[config.mk]
export PLATFORM = sky130hd
export DESIGN_NAME = decode_stage
export DESIGN_NICKNAME = d
export VERILOG_FILES = /design/src/rtl/decode_stage.sv
export SDC_FILE = /design/constraint.sdc
export NUM_CORES = 1
export LEC_CHECK = 0
export CORE_MARGIN = 4
export CORE_UTILIZATION = 48
export CTS_BUF_LIST = sky130_fd_sc_hd__clkbuf_4 sky130_fd_sc_hd__clkbuf_8
export DETAILED_ROUTE_END_ITERATION = 6
export PLACE_DENSITY = 0.77
export SLEW_MARGIN = 5
export SYNTH_ARGS = -nofsm -noshare
export SYNTH_HDL_FRONTEND = slang
export SYNTH_SLANG_ARGS = --single-unit
[constraint.sdc]
create_clock -name i_clk -period 7 [get_ports i_clk]
set_clock_uncertainty 0.1 [all_clocks]
set_input_delay 2.1 -clock i_clk [delete_from_list [all_inputs] [get_ports i_clk]]
set_output_delay 2.1 -clock i_clk [all_outputs]
set_load 0.01 [all_outputs]
[src/rtl/decode_stage.sv]
// Registered RV32I decode stage: decodes fetched words and buffers them in a DEPTH-entry FIFO for execute.
// Optional M-extension decode is enabled by defining RVECE_MEXT_EN.
module decode_stage #(
   parameter int XLEN   = 32,
   parameter int DEPTH  = 2,
   parameter int CTRL_W = 5,
   parameter int CNT_W  = 16
) (
   input  logic              i_clk,
   input  logic              i_rst,
   input  logic              i_valid,
   output logic              o_ready,
   input  logic [31:0]       i_instr,
   input  logic [XLEN-1:0]   i_pc,
   input  logic              i_flush,
   output logic              o_valid,
   input  logic              i_ready,
   output logic [CTRL_W-1:0] o_alu_ctrl,
   output logic [XLEN-1:0]   o_imm,
   output logic [4:0]        o_rs1,
   output logic [4:0]        o_rs2,
   output logic [4:0]        o_rd,
   output logic [XLEN-1:0]   o_pc,
   output logic              o_br_inv,
   output logic              o_illegal,
   output logic [CNT_W-1:0]  o_illegal_cnt
);

   localparam int PTR_W = $clog2(DEPTH);
   localparam logic [PTR_W:0] DEPTH_C = (PTR_W+1)'(DEPTH);

   localparam logic [4:0] ALU_ADD  = 5'd0;
   localparam logic [4:0] ALU_SUB  = 5'd1;
   localparam logic [4:0] ALU_SLL  = 5'd2;
   localparam logic [4:0] ALU_SLT  = 5'd3;
   localparam logic [4:0] ALU_SLTU = 5'd4;
   localparam logic [4:0] ALU_XOR  = 5'd5;
   localparam logic [4:0] ALU_SRL  = 5'd6;
   localparam logic [4:0] ALU_SRA  = 5'd7;
   localparam logic [4:0] ALU_OR   = 5'd8;
   localparam logic [4:0] ALU_AND  = 5'd9;
   localparam logic [4:0] ALU_EQ   = 5'd10;
   localparam logic [4:0] ALU_GE   = 5'd11;
   localparam logic [4:0] ALU_GEU  = 5'd12;
   localparam logic [4:0] ALU_BUF  = 5'd13;
   localparam logic [4:0] ALU_MUL  = 5'd16;

   localparam logic [6:0] OP_R      = 7'b0110011;
   localparam logic [6:0] OP_I      = 7'b0010011;
   localparam logic [6:0] OP_LOAD   = 7'b0000011;
   localparam logic [6:0] OP_STORE  = 7'b0100011;
   localparam logic [6:0] OP_BRANCH = 7'b1100011;
   localparam logic [6:0] OP_JAL    = 7'b1101111;
   localparam logic [6:0] OP_JALR   = 7'b1100111;
   localparam logic [6:0] OP_LUI    = 7'b0110111;
   localparam logic [6:0] OP_AUIPC  = 7'b0010111;

`ifdef RVECE_MEXT_EN
   generate
      if (CTRL_W < 5) begin : g_ctrl_w_check
         $error("CTRL_W must be at least 5 when RVECE_MEXT_EN is defined");
      end
   endgenerate
`endif

   typedef struct packed {
      logic [CTRL_W-1:0] alu_ctrl;
      logic [XLEN-1:0]   imm;
      logic [4:0]        rs1;
      logic [4:0]        rs2;
      logic [4:0]        rd;
      logic [XLEN-1:0]   pc;
      logic              br_inv;
      logic              illegal;
   } entry_t;

   function automatic logic [XLEN-1:0] sext32(input logic [31:0] v);
      return XLEN'($signed(v));
   endfunction

   // ---------------- combinational decode ----------------
   logic [6:0]  opcode;
   logic [2:0]  funct3;
   logic [6:0]  funct7;
   logic [31:0] imm_i, imm_s, imm_b, imm_u, imm_j;
   logic [4:0]  alu_code;
   logic [31:0] imm_sel;
   logic        dec_illegal;
   logic        dec_branch;
   entry_t      dec_entry;

   assign opcode = i_instr[6:0];
   assign funct3 = i_instr[14:12];
   assign funct7 = i_instr[31:25];

   assign imm_i = {{20{i_instr[31]}}, i_instr[31:20]};
   assign imm_s = {{20{i_instr[31]}}, i_instr[31:25], i_instr[11:7]};
   assign imm_b = {{19{i_instr[31]}}, i_instr[31], i_instr[7], i_instr[30:25], i_instr[11:8], 1'b0};
   assign imm_u = {i_instr[31:12], 12'b0};
   assign imm_j = {{11{i_instr[31]}}, i_instr[31], i_instr[19:12], i_instr[20], i_instr[30:21], 1'b0};

   always_comb begin
      alu_code    = ALU_ADD;
      imm_sel     = 32'd0;
      dec_illegal = 1'b0;
      dec_branch  = 1'b0;
      case (opcode)
         OP_R: begin
            case (funct7)
               7'b0000000: begin
                  case (funct3)
                     3'd0:    alu_code = ALU_ADD;
                     3'd1:    alu_code = ALU_SLL;
                     3'd2:    alu_code = ALU_SLT;
                     3'd3:    alu_code = ALU_SLTU;
                     3'd4:    alu_code = ALU_XOR;
                     3'd5:    alu_code = ALU_SRL;
                     3'd6:    alu_code = ALU_OR;
                     default: alu_code = ALU_AND;
                  endcase
               end
               7'b0100000: begin
                  if (funct3 == 3'd0)      alu_code = ALU_SUB;
                  else if (funct3 == 3'd5) alu_code = ALU_SRA;
                  else                     dec_illegal = 1'b1;
               end
`ifdef RVECE_MEXT_EN
               7'b0000001: alu_code = ALU_MUL + {2'b00, funct3};
`endif
               default: dec_illegal = 1'b1;
            endcase
         end
         OP_I: begin
            imm_sel = imm_i;
            case (funct3)
               3'd0: alu_code = ALU_ADD;
               3'd1: begin
                  alu_code    = ALU_SLL;
                  dec_illegal = (funct7 != 7'b0000000);
               end
               3'd2: alu_code = ALU_SLT;
               3'd3: alu_code = ALU_SLTU;
               3'd4: alu_code = ALU_XOR;
               3'd5: begin
                  if (funct7 == 7'b0000000)      alu_code = ALU_SRL;
                  else if (funct7 == 7'b0100000) alu_code = ALU_SRA;
                  else                           dec_illegal = 1'b1;
               end
               3'd6:    alu_code = ALU_OR;
               default: alu_code = ALU_AND;
            endcase
         end
         OP_LOAD, OP_JALR: begin
            alu_code = ALU_ADD;
            imm_sel  = imm_i;
         end
         OP_STORE: begin
            alu_code = ALU_ADD;
            imm_sel  = imm_s;
         end
         OP_AUIPC: begin
            alu_code = ALU_ADD;
            imm_sel  = imm_u;
         end
         OP_LUI: begin
            alu_code = ALU_BUF;
            imm_sel  = imm_u;
         end
         OP_JAL: begin
            alu_code = ALU_BUF;
            imm_sel  = imm_j;
         end
         OP_BRANCH: begin
            imm_sel    = imm_b;
            dec_branch = 1'b1;
            // funct3[2:1] selects compare kind; funct3[0] selects inversion
            case (funct3[2:1])
               2'b00:   alu_code = ALU_EQ;
               2'b10:   alu_code = ALU_GE;
               2'b11:   alu_code = ALU_GEU;
               default: dec_illegal = 1'b1;
            endcase
         end
         default: dec_illegal = 1'b1;
      endcase
   end

   always_comb begin
      dec_entry          = '0;
      dec_entry.rs1      = i_instr[19:15];
      dec_entry.rs2      = i_instr[24:20];
      dec_entry.rd       = i_instr[11:7];
      dec_entry.pc       = i_pc;
      dec_entry.illegal  = dec_illegal;
      if (dec_illegal) begin
         dec_entry.alu_ctrl = '1;
         dec_entry.imm      = '0;
         dec_entry.br_inv   = 1'b0;
      end else begin
         dec_entry.alu_ctrl = CTRL_W'(alu_code);
         dec_entry.imm      = sext32(imm_sel);
         dec_entry.br_inv   = dec_branch & funct3[0];
      end
   end

   // ---------------- output FIFO ----------------
   logic [PTR_W-1:0] head_reg, head_next;
   logic [PTR_W-1:0] tail_reg, tail_next;
   logic [PTR_W:0]   count_reg, count_next;
   logic [CNT_W-1:0] illegal_cnt_reg, illegal_cnt_next;
   logic             push_en, pop_en;
   entry_t           entry_reg [DEPTH];
   entry_t           head_entry;

   assign o_ready = !i_rst && (count_reg < DEPTH_C);
   assign o_valid = (count_reg != '0);
   assign push_en = i_valid && o_ready && !i_flush;
   assign pop_en  = o_valid && i_ready && !i_flush;

   generate
      for (genvar gi = 0; gi < DEPTH; gi++) begin : g_entry
         always_ff @(posedge i_clk) begin
            if (push_en && (tail_reg == PTR_W'(gi))) begin
               entry_reg[gi] <= dec_entry;
            end
         end
      end
   endgenerate

   always_comb begin
      head_next        = head_reg;
      tail_next        = tail_reg;
      count_next       = count_reg;
      illegal_cnt_next = illegal_cnt_reg;
      if (i_flush) begin
         head_next  = '0;
         tail_next  = '0;
         count_next = '0;
      end else begin
         if (push_en) tail_next = tail_reg + 1'b1;
         if (pop_en)  head_next = head_reg + 1'b1;
         if (push_en && !pop_en)      count_next = count_reg + 1'b1;
         else if (pop_en && !push_en) count_next = count_reg - 1'b1;
         if (push_en && dec_entry.illegal && (illegal_cnt_reg != '1)) begin
            illegal_cnt_next = illegal_cnt_reg + 1'b1;
         end
      end
   end

   always_ff @(posedge i_clk) begin
      if (i_rst) begin
         head_reg        <= '0;
         tail_reg        <= '0;
         count_reg       <= '0;
         illegal_cnt_reg <= '0;
      end else begin
         head_reg        <= head_next;
         tail_reg        <= tail_next;
         count_reg       <= count_next;
         illegal_cnt_reg <= illegal_cnt_next;
      end
   end

   // An empty FIFO presents an all-zero payload
   assign head_entry    = o_valid ? entry_reg[head_reg] : '0;
   assign o_alu_ctrl    = head_entry.alu_ctrl;
   assign o_imm         = head_entry.imm;
   assign o_rs1         = head_entry.rs1;
   assign o_rs2         = head_entry.rs2;
   assign o_rd          = head_entry.rd;
   assign o_pc          = head_entry.pc;
   assign o_br_inv      = head_entry.br_inv;
   assign o_illegal     = head_entry.illegal;
   assign o_illegal_cnt = illegal_cnt_reg;

endmodule
==> results by group, run 1 <==
Logic synthesis
  – Proportion of synthesized area in mux cells: ~11%
  – Area fraction in compound gates after synthesis: 6.03%
  – Share of synthesized flip-flops with an asynchronous set or reset: 0%
  – Synth Area in Adders: 0.302%
  – Unique masters post-synth: 52
  – Simple-gate share of the synthesized area: 12.9%
  – Register bit total from synthesis: 191
  – Primary FF master, synth: edfxtp_1
  – Register area share after synthesis: 66.7%
  – Post-synthesis cell count: 641
  – Total number of yosys warnings: 0
  – Largest family of logic cells by synthesized area: simple AND/OR/NAND/NOR gates
  – Mapped cell area: 8280 sq um
  – Net Count, Synth: 712
  – Xor/xnor share of the synthesized area: less than 1%
  – Count of flip-flops with a built-in enable after synthesis: 170
  – Syn Area/Cell: 12.9 sq um

Clock network
  – Clock Tree Buf Depth: 2
  – TritonCTS Sinks: 191
  – Post-CTS Setup Bufs: 0
  – Reg clk slew, reported paths: 0.09 ns
  – CTS buffer count: 17
  – Max H-tree Level: 4
  – Hold_buf cts: 0
  – Worst-skew pair later-pin latency: 0.45 ns
  – Post-cts sizing count: 0
  – CTS root buffer: clkbuf_8
  – TritonCTS clock tree: yes

Hold path
  – HP Class: reg2reg
  – Hold Crit Start: o_illegal_cnt[4]
  – Min-Delay Endpoint: o_illegal_cnt[4]
  – Hold path depth: 2

Die
  – Top Ports: 173
  – Die Width: 139 um
  – Starting density of the core: 49.4%
  – Core area: between 15000 and 20000 sq um
  – Die height: 139 um
  – Rows: 47
  – Die area: 19400 sq um

Power
  – Power per cell area: ~200 nW/um^2
  – Peak supply drop: 120 uV
  – Leak pwr: ~3.2 nW
  – Part of the power in combinational logic: roughly 7.4%
  – Internal power: between 0.0015 and 0.002 W
  – Switching portion of total power: 21.6%
  – Sequential Power Share: 58.1%
  – Switching power: 0.000470 W
  – Clock Power Share: 34.5%

Route
  – DR WL/cell: 18.7 um
  – ANT nets after route: 0
  – Routed vias: 5712
  – Final wirelength: 19200 um
  – Starting DRT DRC Count: 440
  – Pre-Repair DR Iteration Count: 4
  – DRC: 0
  – Via density per instance: 5.53

Setup path
  – Crit path cell chain: clkdlybuf4s50_1, buf_4, nor2_1, clkdlybuf4s50_1
  – Reg2reg setup slack: ~4.2 ns
  – Crit-path max cell delay: 0.56 ns
  – R2R cell count: 10
  – Critical path required time: 4.80 ns
  – Worst-path fanout max: 23
  – CP max stage cell: clkdlybuf4s50_1
  – CP most frequent cell: clkdlybuf4s50_1
  – Critical Path Start: i_rst
  – CP Class: in2out
  – Crit path launch type: primary input
  – WP data arrival: 3.38 ns
  – Worst path bufs/invs: 3
  – Reg2reg end: count_reg[1]
  – Crit-path leading delay family: buffers and inverters
  – Crit. End Element: output pin
  – FF-to-FF Start: count_reg[1]

Timing
  – Setup TNS: 0 ns
  – Final Slew Violations: 0
  – Worst Tran Pin Value: ~1.1 ns
  – Final hold violations: 0
  – Setup violations, final: 0
  – Slew HR: approximately 28%
  – RSZ-0062 raised after global routing: false
  – Hold slack: ~0.42 ns
  – Tcrit/Tclk final: roughly 80%
  – Final worst path period need: 5.58 ns
  – Peak Freq: 0.179 GHz

Layout
  – Multi-input gate area: 2560 sq um
  – Cell area after layout: between 10000 and 15000 sq um
  – Diode count: 0
  – Commonest non-fill, non-tap cell in the layout: clkdlybuf4s50_1
  – Max FFs per register: 170
  – Filler cells: 1274
  – Layout Nets: between 800 and 900
  – Most frequent cells in the layout: clkdlybuf4s50_1, edfxtp_1, nor2_1
  – Register area: 5530 sq um
  – Share of cells above drive strength 1: 6.28%
  – Layout area overhead: 28.0%
  – Final Core Density: a little over three fifths

GRT
  – Initial antenna violation count: 0
  – Vias in the first global route: 5643
  – First-pass GRT wire length: 29900 um
  – Largest net degree at the start of global routing: 71
  – Total track usage: 19.2%
  – Total congestion overflow: 0

Placed design
  – Post-DP HPWL: between 10000 and 15000 um
  – PortBufs: 172
  – Final RePlAce weighted congestion: approximately 0.88
  – Dpl cell area: 10200 sq um

Status
  – Status: finished, final reports clean

Flow run
  – Max-Cap Viols: 0
-- kinds of logic (layout without fill, tap and decap cells) --
group,after synthesis,count (layout)
AOI/OAI and AO/OA,80,80
xor gates and xnor gates,6,6
adders and majority gates,2,2
buffers and inverters,48,219
DFF,191,191
muxes,89,89
and+or+nand+nor,225,225
-- worst min-delay path: stages, from the launching register on --
cell,delay (ns)
dfxtp_1,0.36
nand2_1,0.07
mux2i_1,0.06
-- per-layer routing --
| layer | global-route usage, % | wire [um] | vias up | part of all wire (%) |
|---|---|---|---|---|
| met5 | 0 | 0 | - | 0 |
| met4 | 6.33 | 336 | 0 | 1.7 |
| met3 | 3.60 | 1150 | 27 | 6.0 |
| met2 | 32.7 | 9700 | 217 | 50 |
| met1 | 24.9 | 8060 | 2788 | 42 |
| li1 | - | - | 2680 | - |
-- per-stage QoR --
step / instances / setup WS [ns] / total power (W)
final: 1032 / 1.42 / 0.00217
after global placement: 1000 / 1.41 / 0.00144
after global routing: 1032 / 1.38 / 0.00225
after detailed placement: 1000 / 1.42 / 0.00145
after CTS: 1032 / 1.42 / 0.00218
after floorplan: 641 / 1.59 / 0.00135
-- how the worst max path moves through the flow --
stage	end	depth (start not counted)	slack [ns]
4_1_cts	o_ready	4	1.42
2_1_floorplan	entry_reg[0][0]	4	1.59
6_report	o_ready	4	1.42
3_3_place_gp	o_ready	4	1.41
3_5_place_dp	o_ready	4	1.42
5_1_grt	o_ready	4	1.38
-- power by group through the flow --
stage / Sequential, W / Combinational (W) / Clock [W]
after floorplan: 0.00128 / 0.0000694 / 0
after global placement: 0.00128 / 0.000156 / 0
after detailed placement: 0.00129 / 0.000161 / 0
after CTS: 0.00126 / 0.000162 / 0.000763
after global routing: 0.00126 / 0.000173 / 0.000811
final: 0.00126 / 0.000161 / 0.000748
-- final cells by class --
cell class                      count  area share [%]
Multi-Input combinational cell    402            24.2
Inverter                            9           0.319
Tap cell                          220            2.60
Clock buffer                       20            2.42
Timing Repair Buffer              178            16.8
Sequential cell                   191            52.2
Clock inverter                     12            1.52
-- Yosys cell counts (7+ instances only) --
library cell / number / area share (%)
nand4_1: 9 / 0.68
buf_1: 11 / 0.50
nor2_1: 103 / 4.7
a21oi_1: 41 / 2.5
nand2_1: 40 / 1.8
and3_1: 12 / 0.91
o31ai_1: 7 / 0.63
nand3_1: 8 / 0.48
clkbuf_1: 20 / 0.91
mux2i_1: 87 / 11
nor3_1: 12 / 0.73
inv_1: 9 / 0.41
dfxtp_1: 21 / 5.1
edfxtp_1: 170 / 62
nor2b_1: 8 / 0.60
or4_1: 8 / 0.73
o21ai_0: 7 / 0.42
Power figures use the tool's default switching activity.
==> run 2: changes to the inputs <==
Settings changed: CORE_UTILIZATION 48 to 50, PLACE_DENSITY 0.77 to 0.76.
Clock period 7 ns to 5.6 ns, I/O delays scaled along.
==> results by group, run 2 (synthesized netlist as in run 1, its figures left out) <==
Clock network
  – Reg clk slew, reported paths: 0.09 ns (about the same)
  – Post-cts sizing count: 0 (unchanged)
  – Hold_buf cts: 0 (unchanged)
  – CTS root buffer: clkbuf_8 (unchanged)
  – TritonCTS clock tree: yes (unchanged)
  – TritonCTS Sinks: 191 (unchanged)
  – Post-CTS Setup Bufs: 0 (unchanged)
  – Clock Tree Buf Depth: 2 (unchanged)
  – Worst-skew pair later-pin latency: 0.45 ns (about the same)
  – CTS buffer count: 17 (unchanged)
  – Max H-tree Level: 4 (unchanged)

Timing
  – Final worst path period need: 4.50 ns
  – Final Slew Violations: 0 (unchanged)
  – Peak Freq: 0.222 GHz
  – Worst Tran Pin Value: 0.770 ns (was 1.08 ns)
  – Slew HR: 48.7% (was 28.1%)
  – Setup TNS: 0 ns (unchanged)
  – Hold slack: 0.420 ns (was 0.422 ns)
  – Final hold violations: 0 (unchanged)
  – Tcrit/Tclk final: 80.4%
  – RSZ-0062 raised after global routing: false (unchanged)
  – Setup violations, final: 0 (unchanged)

Hold path
  – Min-Delay Endpoint: o_illegal_cnt[4] (unchanged)
  – Hold path depth: 2 (unchanged)
  – Hold Crit Start: o_illegal_cnt[4] (unchanged)
  – HP Class: reg2reg (unchanged)

Flow run
  – Max-Cap Viols: 0 (unchanged)

Die
  – Core area: 16100 sq um (was 16800 sq um)
  – Die height: 137 um (was 139 um)
  – Top Ports: 173 (unchanged)
  – Die Width: 137 um (was 139 um)
  – Starting density of the core: 51.6% (was 49.4%)
  – Die area: 18700 sq um (was 19400 sq um)
  – Rows: 46 (was 47)

GRT
  – Total congestion overflow: 0 (unchanged)
  – Vias in the first global route: 5653 (was 5643)
  – Initial antenna violation count: 0 (unchanged)
  – First-pass GRT wire length: 29100 um (was 29900 um)
  – Total track usage: 20.5% (was 19.2%)
  – Largest net degree at the start of global routing: 65 (was 71)

Placed design
  – Post-DP HPWL: 13000 um (was 12900 um)
  – PortBufs: 172 (unchanged)
  – Final RePlAce weighted congestion: 0.889 (was 0.880)

Layout
  – Most frequent cells in the layout: clkdlybuf4s50_1, edfxtp_1, nor2_1 (unchanged)
  – Diode count: 0 (unchanged)
  – Layout Nets: 873 (was 870)
  – Share of cells above drive strength 1: 6.27% (was 6.28%)
  – Commonest non-fill, non-tap cell in the layout: clkdlybuf4s50_1 (unchanged)
  – Max FFs per register: 170 (unchanged)
  – Layout area overhead: 28.7% (was 28.0%)

Power
  – Clock Power Share: 36.2% (was 34.5%)
  – Internal power: 0.00220 W (was 0.00170 W)
  – Part of the power in combinational logic: 7.3% (was 7.4%)
  – Leak pwr: 3.26 nW (was 3.23 nW)
  – Switching portion of total power: 21.1% (was 21.6%)
  – Sequential Power Share: 56.4% (was 58.1%)
  – Peak supply drop: 158 uV (was 120 uV)
  – Switching power: 0.000587 W (was 0.000470 W)
  – Power per cell area: 262 nW/um^2 (was 205 nW/um^2)

Setup path
  – FF-to-FF Start: count_reg[1] (unchanged)
  – R2R cell count: 4 (was 10)
  – CP max stage cell: clkdlybuf4s50_1 (unchanged)
  – Crit-path max cell delay: 0.54 ns (was 0.56 ns)
  – Crit. End Element: output pin (unchanged)
  – Reg2reg end: entry_reg[0][16] (was count_reg[1])
  – Reg2reg setup slack: 3.05 ns (was 4.20 ns)
  – CP Class: in2out (unchanged)
  – Crit path cell chain: clkdlybuf4s50_1, nor2_1, clkdlybuf4s50_1 (was clkdlybuf4s50_1, buf_4, nor2_1, clkdlybuf4s50_1)
  – Critical path required time: 3.82 ns (was 4.80 ns)
  – CP most frequent cell: clkdlybuf4s50_1 (unchanged)
  – WP data arrival: 2.72 ns (was 3.38 ns)
  – Crit path launch type: primary input (unchanged)
  – Worst-path fanout max: 2 (was 23)

Route
  – DRC: 0 (unchanged)
  – Starting DRT DRC Count: 502 (was 440)
  – Pre-Repair DR Iteration Count: 5 (was 4)
  – DR WL/cell: 18.7 um (about the same)
  – Final wirelength: 19200 um (about the same)
  – Via density per instance: 5.62 (was 5.53)
  – Routed vias: 5789 (was 5712)
  – ANT nets after route: 0 (unchanged)

Status
  – Status: finished, final reports clean (unchanged)
[run 2: cell types whose count changed in the layout (fill, tap and decap cells not counted)]
| cell | delta |
|---|---|
| buf_4 | +2 |
| bufinv_16 | +2 |
| clkbuf_4 | -2 |
| clkinv_1 | +2 |
| clkinv_2 | -2 |
| buf_12 | +1 |
| clkinv_4 | -1 |
[run 2: critical path, delay by kind of cell]
family,cells,cell delay [ns]
buffers and inverters,2,0.95
AND/OR/NAND/NOR,1,0.09
[run 2: layout make-up]
cell class              instances  area [sq um]
clock buffers                  18           241
multi-input cells             402          2560
clock inverters                13           210
repair buffers                181          1810
inverters                       9          33.8
flip-flops and latches        191          5530
fillers                      1157          5400
well taps                     216           270
[run 2: power groups by stage]
stage	combinational, W	clock (W)	sequential (W)
6_report	0.000204	0.00101	0.00157
5_1_grt	0.000219	0.00108	0.00158
4_1_cts	0.000204	0.00102	0.00157
3_5_place_dp	0.000203	0	0.00161
3_3_place_gp	0.000198	0	0.00161
2_1_floorplan	0.0000867	0	0.00161
[run 2: how the worst max path moves through the flow]
stage,from,endpoint,cells past startpoint
finish,i_rst,o_ready,3
global route,i_instr[25],entry_reg[1][83],8
CTS,i_rst,o_ready,3
detailed placement,i_instr[25],entry_reg[0][83],8
global placement,i_instr[25],entry_reg[0][83],8
floorplan,i_valid,entry_reg[0][0],4
[run 2: metrics by stage]
step	cells	total power, W	instance area, sq um	utilization [%]	setup WS, ns
2_1_floorplan	641	0.00169	8280	-	0.612
3_3_place_gp	999	0.00180	10200	63.6	0.896
3_5_place_dp	999	0.00181	10200	63.6	0.768
4_1_cts	1030	0.00280	10700	66.4	1.09
5_1_grt	1030	0.00288	10700	66.4	1.01
6_report	1030	0.00279	10700	66.4	1.10
[run 2: routing by layer]
layer	track usage, %	wire [um]	vias up
met1	27.3	8050	2778
met2	32.9	9370	270
li1	-	-	2699
met4	8.57	500	0
met5	0	0	-
met3	4.15	1310	42
==> run 3: changes to the inputs <==
Clock period 5.6 ns to 4.3 ns, I/O delays scaled along.
==> results by group, run 3 (synthesized netlist as in run 1, its figures left out) <==
Status
  – Status: finished, final reports clean (unchanged)

Timing
  – Final hold violations: 0 (unchanged)
  – Hold slack: 0.441 ns (was 0.420 ns)
  – Setup TNS: 0 ns (unchanged)
  – Tcrit/Tclk final: 86.7%
  – Worst Tran Pin Value: 0.721 ns (was 0.770 ns)
  – Slew HR: 51.6% (was 48.7%)
  – Final Slew Violations: 0 (unchanged)
  – Final worst path period need: 3.73 ns
  – Peak Freq: approximately 0.27 GHz
  – RSZ-0062 raised after global routing: false (unchanged)
  – Setup violations, final: 0 (unchanged)

Route
  – Via density per instance: 5.54 (was 5.62)
  – DRC: 0 (unchanged)
  – DR WL/cell: 18.6 um (was 18.7 um)
  – Starting DRT DRC Count: 355 (was 502)
  – Final wirelength: 19300 um (was 19200 um)
  – ANT nets after route: 0 (unchanged)
  – Pre-Repair DR Iteration Count: 5 (unchanged)
  – Routed vias: 5761 (was 5789)

Die
  – Die area: 18700 sq um (unchanged)
  – Die height: 137 um (unchanged)
  – Top Ports: 173 (unchanged)
  – Core area: 16100 sq um (unchanged)
  – Rows: 46 (unchanged)
  – Starting density of the core: 51.6% (unchanged)
  – Die Width: 137 um (unchanged)

Clock network
  – Worst-skew pair later-pin latency: 0.44 ns (was 0.45 ns)
  – Reg clk slew, reported paths: 0.09 ns (about the same)
  – Hold_buf cts: 0 (unchanged)
  – TritonCTS Sinks: 191 (unchanged)
  – TritonCTS clock tree: yes (unchanged)
  – Clock Tree Buf Depth: 2 (unchanged)
  – CTS buffer count: 17 (unchanged)
  – Max H-tree Level: 4 (unchanged)
  – CTS root buffer: clkbuf_8 (unchanged)
  – Post-cts sizing count: 0 (unchanged)
  – Post-CTS Setup Bufs: 0 (unchanged)

GRT
  – Total track usage: 20.7% (was 20.5%)
  – Largest net degree at the start of global routing: 57 (was 65)
  – First-pass GRT wire length: 29800 um (was 29100 um)
  – Vias in the first global route: 5632 (was 5653)
  – Total congestion overflow: 0 (unchanged)
  – Initial antenna violation count: 1 (was 0)

Layout
  – Register area: 5530 sq um (unchanged)
  – Commonest non-fill, non-tap cell in the layout: clkdlybuf4s50_1 (unchanged)
  – Layout Nets: 880 (was 873)
  – Non-Filler Instances: 1039 (was 1030)
  – Layout area overhead: 28.6% (was 28.7%)
  – Cell area after layout: 10600 sq um (was 10700 sq um)
  – Max FFs per register: 170 (unchanged)
  – Most frequent cells in the layout: clkdlybuf4s50_1, edfxtp_1, nor2_1 (unchanged)
  – Share of cells above drive strength 1: 7.42% (was 6.27%)
  – Multi-input gate area: 2560 sq um (unchanged)
  – Filler cells: 1155 (was 1157)

Setup path
  – Worst path bufs/invs: 2 (unchanged)
  – Crit. End Element: output pin (unchanged)
  – CP most frequent cell: clkdlybuf4s50_1 (unchanged)
  – Critical path required time: 2.91 ns (was 3.82 ns)
  – CP max stage cell: clkdlybuf4s50_1 (unchanged)
  – WP data arrival: 2.34 ns (was 2.72 ns)
  – Worst-path fanout max: 2 (unchanged)
  – CP Class: in2out (unchanged)
  – Crit path launch type: primary input (unchanged)
  – Crit path cell chain: clkdlybuf4s50_1, nor2_1, clkdlybuf4s50_1 (unchanged)
  – Crit-path leading delay family: buffers and inverters (unchanged)
  – Crit-path max cell delay: 0.54 ns (about the same)

Placed design
  – Dpl cell area: 10300 sq um (was 10200 sq um)
  – Final RePlAce weighted congestion: 0.869 (was 0.889)
  – Post-DP HPWL: 13400 um (was 13000 um)
  – # placed instances: 1006 (was 999)
  – PortBufs: 172 (unchanged)

Flow run
  – Max-Cap Viols: 0 (unchanged)

Power
  – Power per cell area: 316 nW/um^2 (was 262 nW/um^2)
  – Peak supply drop: 194 uV (was 158 uV)
  – Leak pwr: 3.24 nW (was 3.26 nW)

Hold path
  – HP Class: reg2reg (unchanged)
[run 3: cell types whose count changed in the layout (fill, tap and decap cells not counted)]
cell	delta
bufinv_16	-5
inv_8	-1
clkinv_2	+1
diode_2	+1
inv_6	+1
clkinv_1	-2
clkinvlp_4	+5
buf_4	+5
clkbuf_4	+1
clkinv_8	+1
buf_12	+2
[run 3: metrics by stage]
stage	power [W]	worst slack (ns)	utilization (%)
final	0.00337	0.571	66.3
after global routing	0.00349	0.495	66.3
after CTS	0.00340	0.549	66.3
after global placement	0.00235	0.463	64.0
after floorplan	0.00220	0.182	-
after detailed placement	0.00236	0.340	64.0
[run 3: power by group]
part           switching [W]  internal, W  leakage [nW]
clock               0.000627     0.000421         0.161
combinational       0.000139     0.000132          1.37
sequential         0.0000104      0.00204          1.71
total               0.000776      0.00259          3.24
[run 3: path summary, 6_finish.rpt]
| check | endpoint | slack (ns) | cells after the start | startpoint |
|---|---|---|---|---|
| max | o_ready | 0.57 | 3 | i_rst |
| min | o_illegal_cnt[6] | 0.44 | 2 | o_illegal_cnt[6] |
| max reg2reg | o_illegal_cnt[5] | 1.84 | 6 | o_illegal_cnt[3] |
| min reg2reg | o_illegal_cnt[6] | 0.44 | 2 | o_illegal_cnt[6] |
[run 3: layer usage]
layer  GRT usage (%)  part of all wire [%]  routed length (um)
met3            4.71                   6.2                1200
met5               0                     0                   0
met2            35.0                    50                9610
met1            26.6                    42                8090
met4            6.72                   2.3                 448
[run 3: cell type report]
cell class                      count  area share (%)
Antenna cell                        1          0.0235
Clock buffer                       19            2.34
Clock inverter                     13            1.02
Inverter                            9           0.317
Multi-Input combinational cell    402            24.0
Sequential cell                   191            51.9
Tap cell                          216            2.54
Timing Repair Buffer              188            17.8
[run 3: worst register-to-register path, stage by stage, from the launching register on]
cell and delay (ns):
dfxtp_1 0.45, and4_1 0.30, nand4_1 0.14, or3_1 0.43, nand2_1 0.50, nor3_1 0.12, mux2_1 0.33
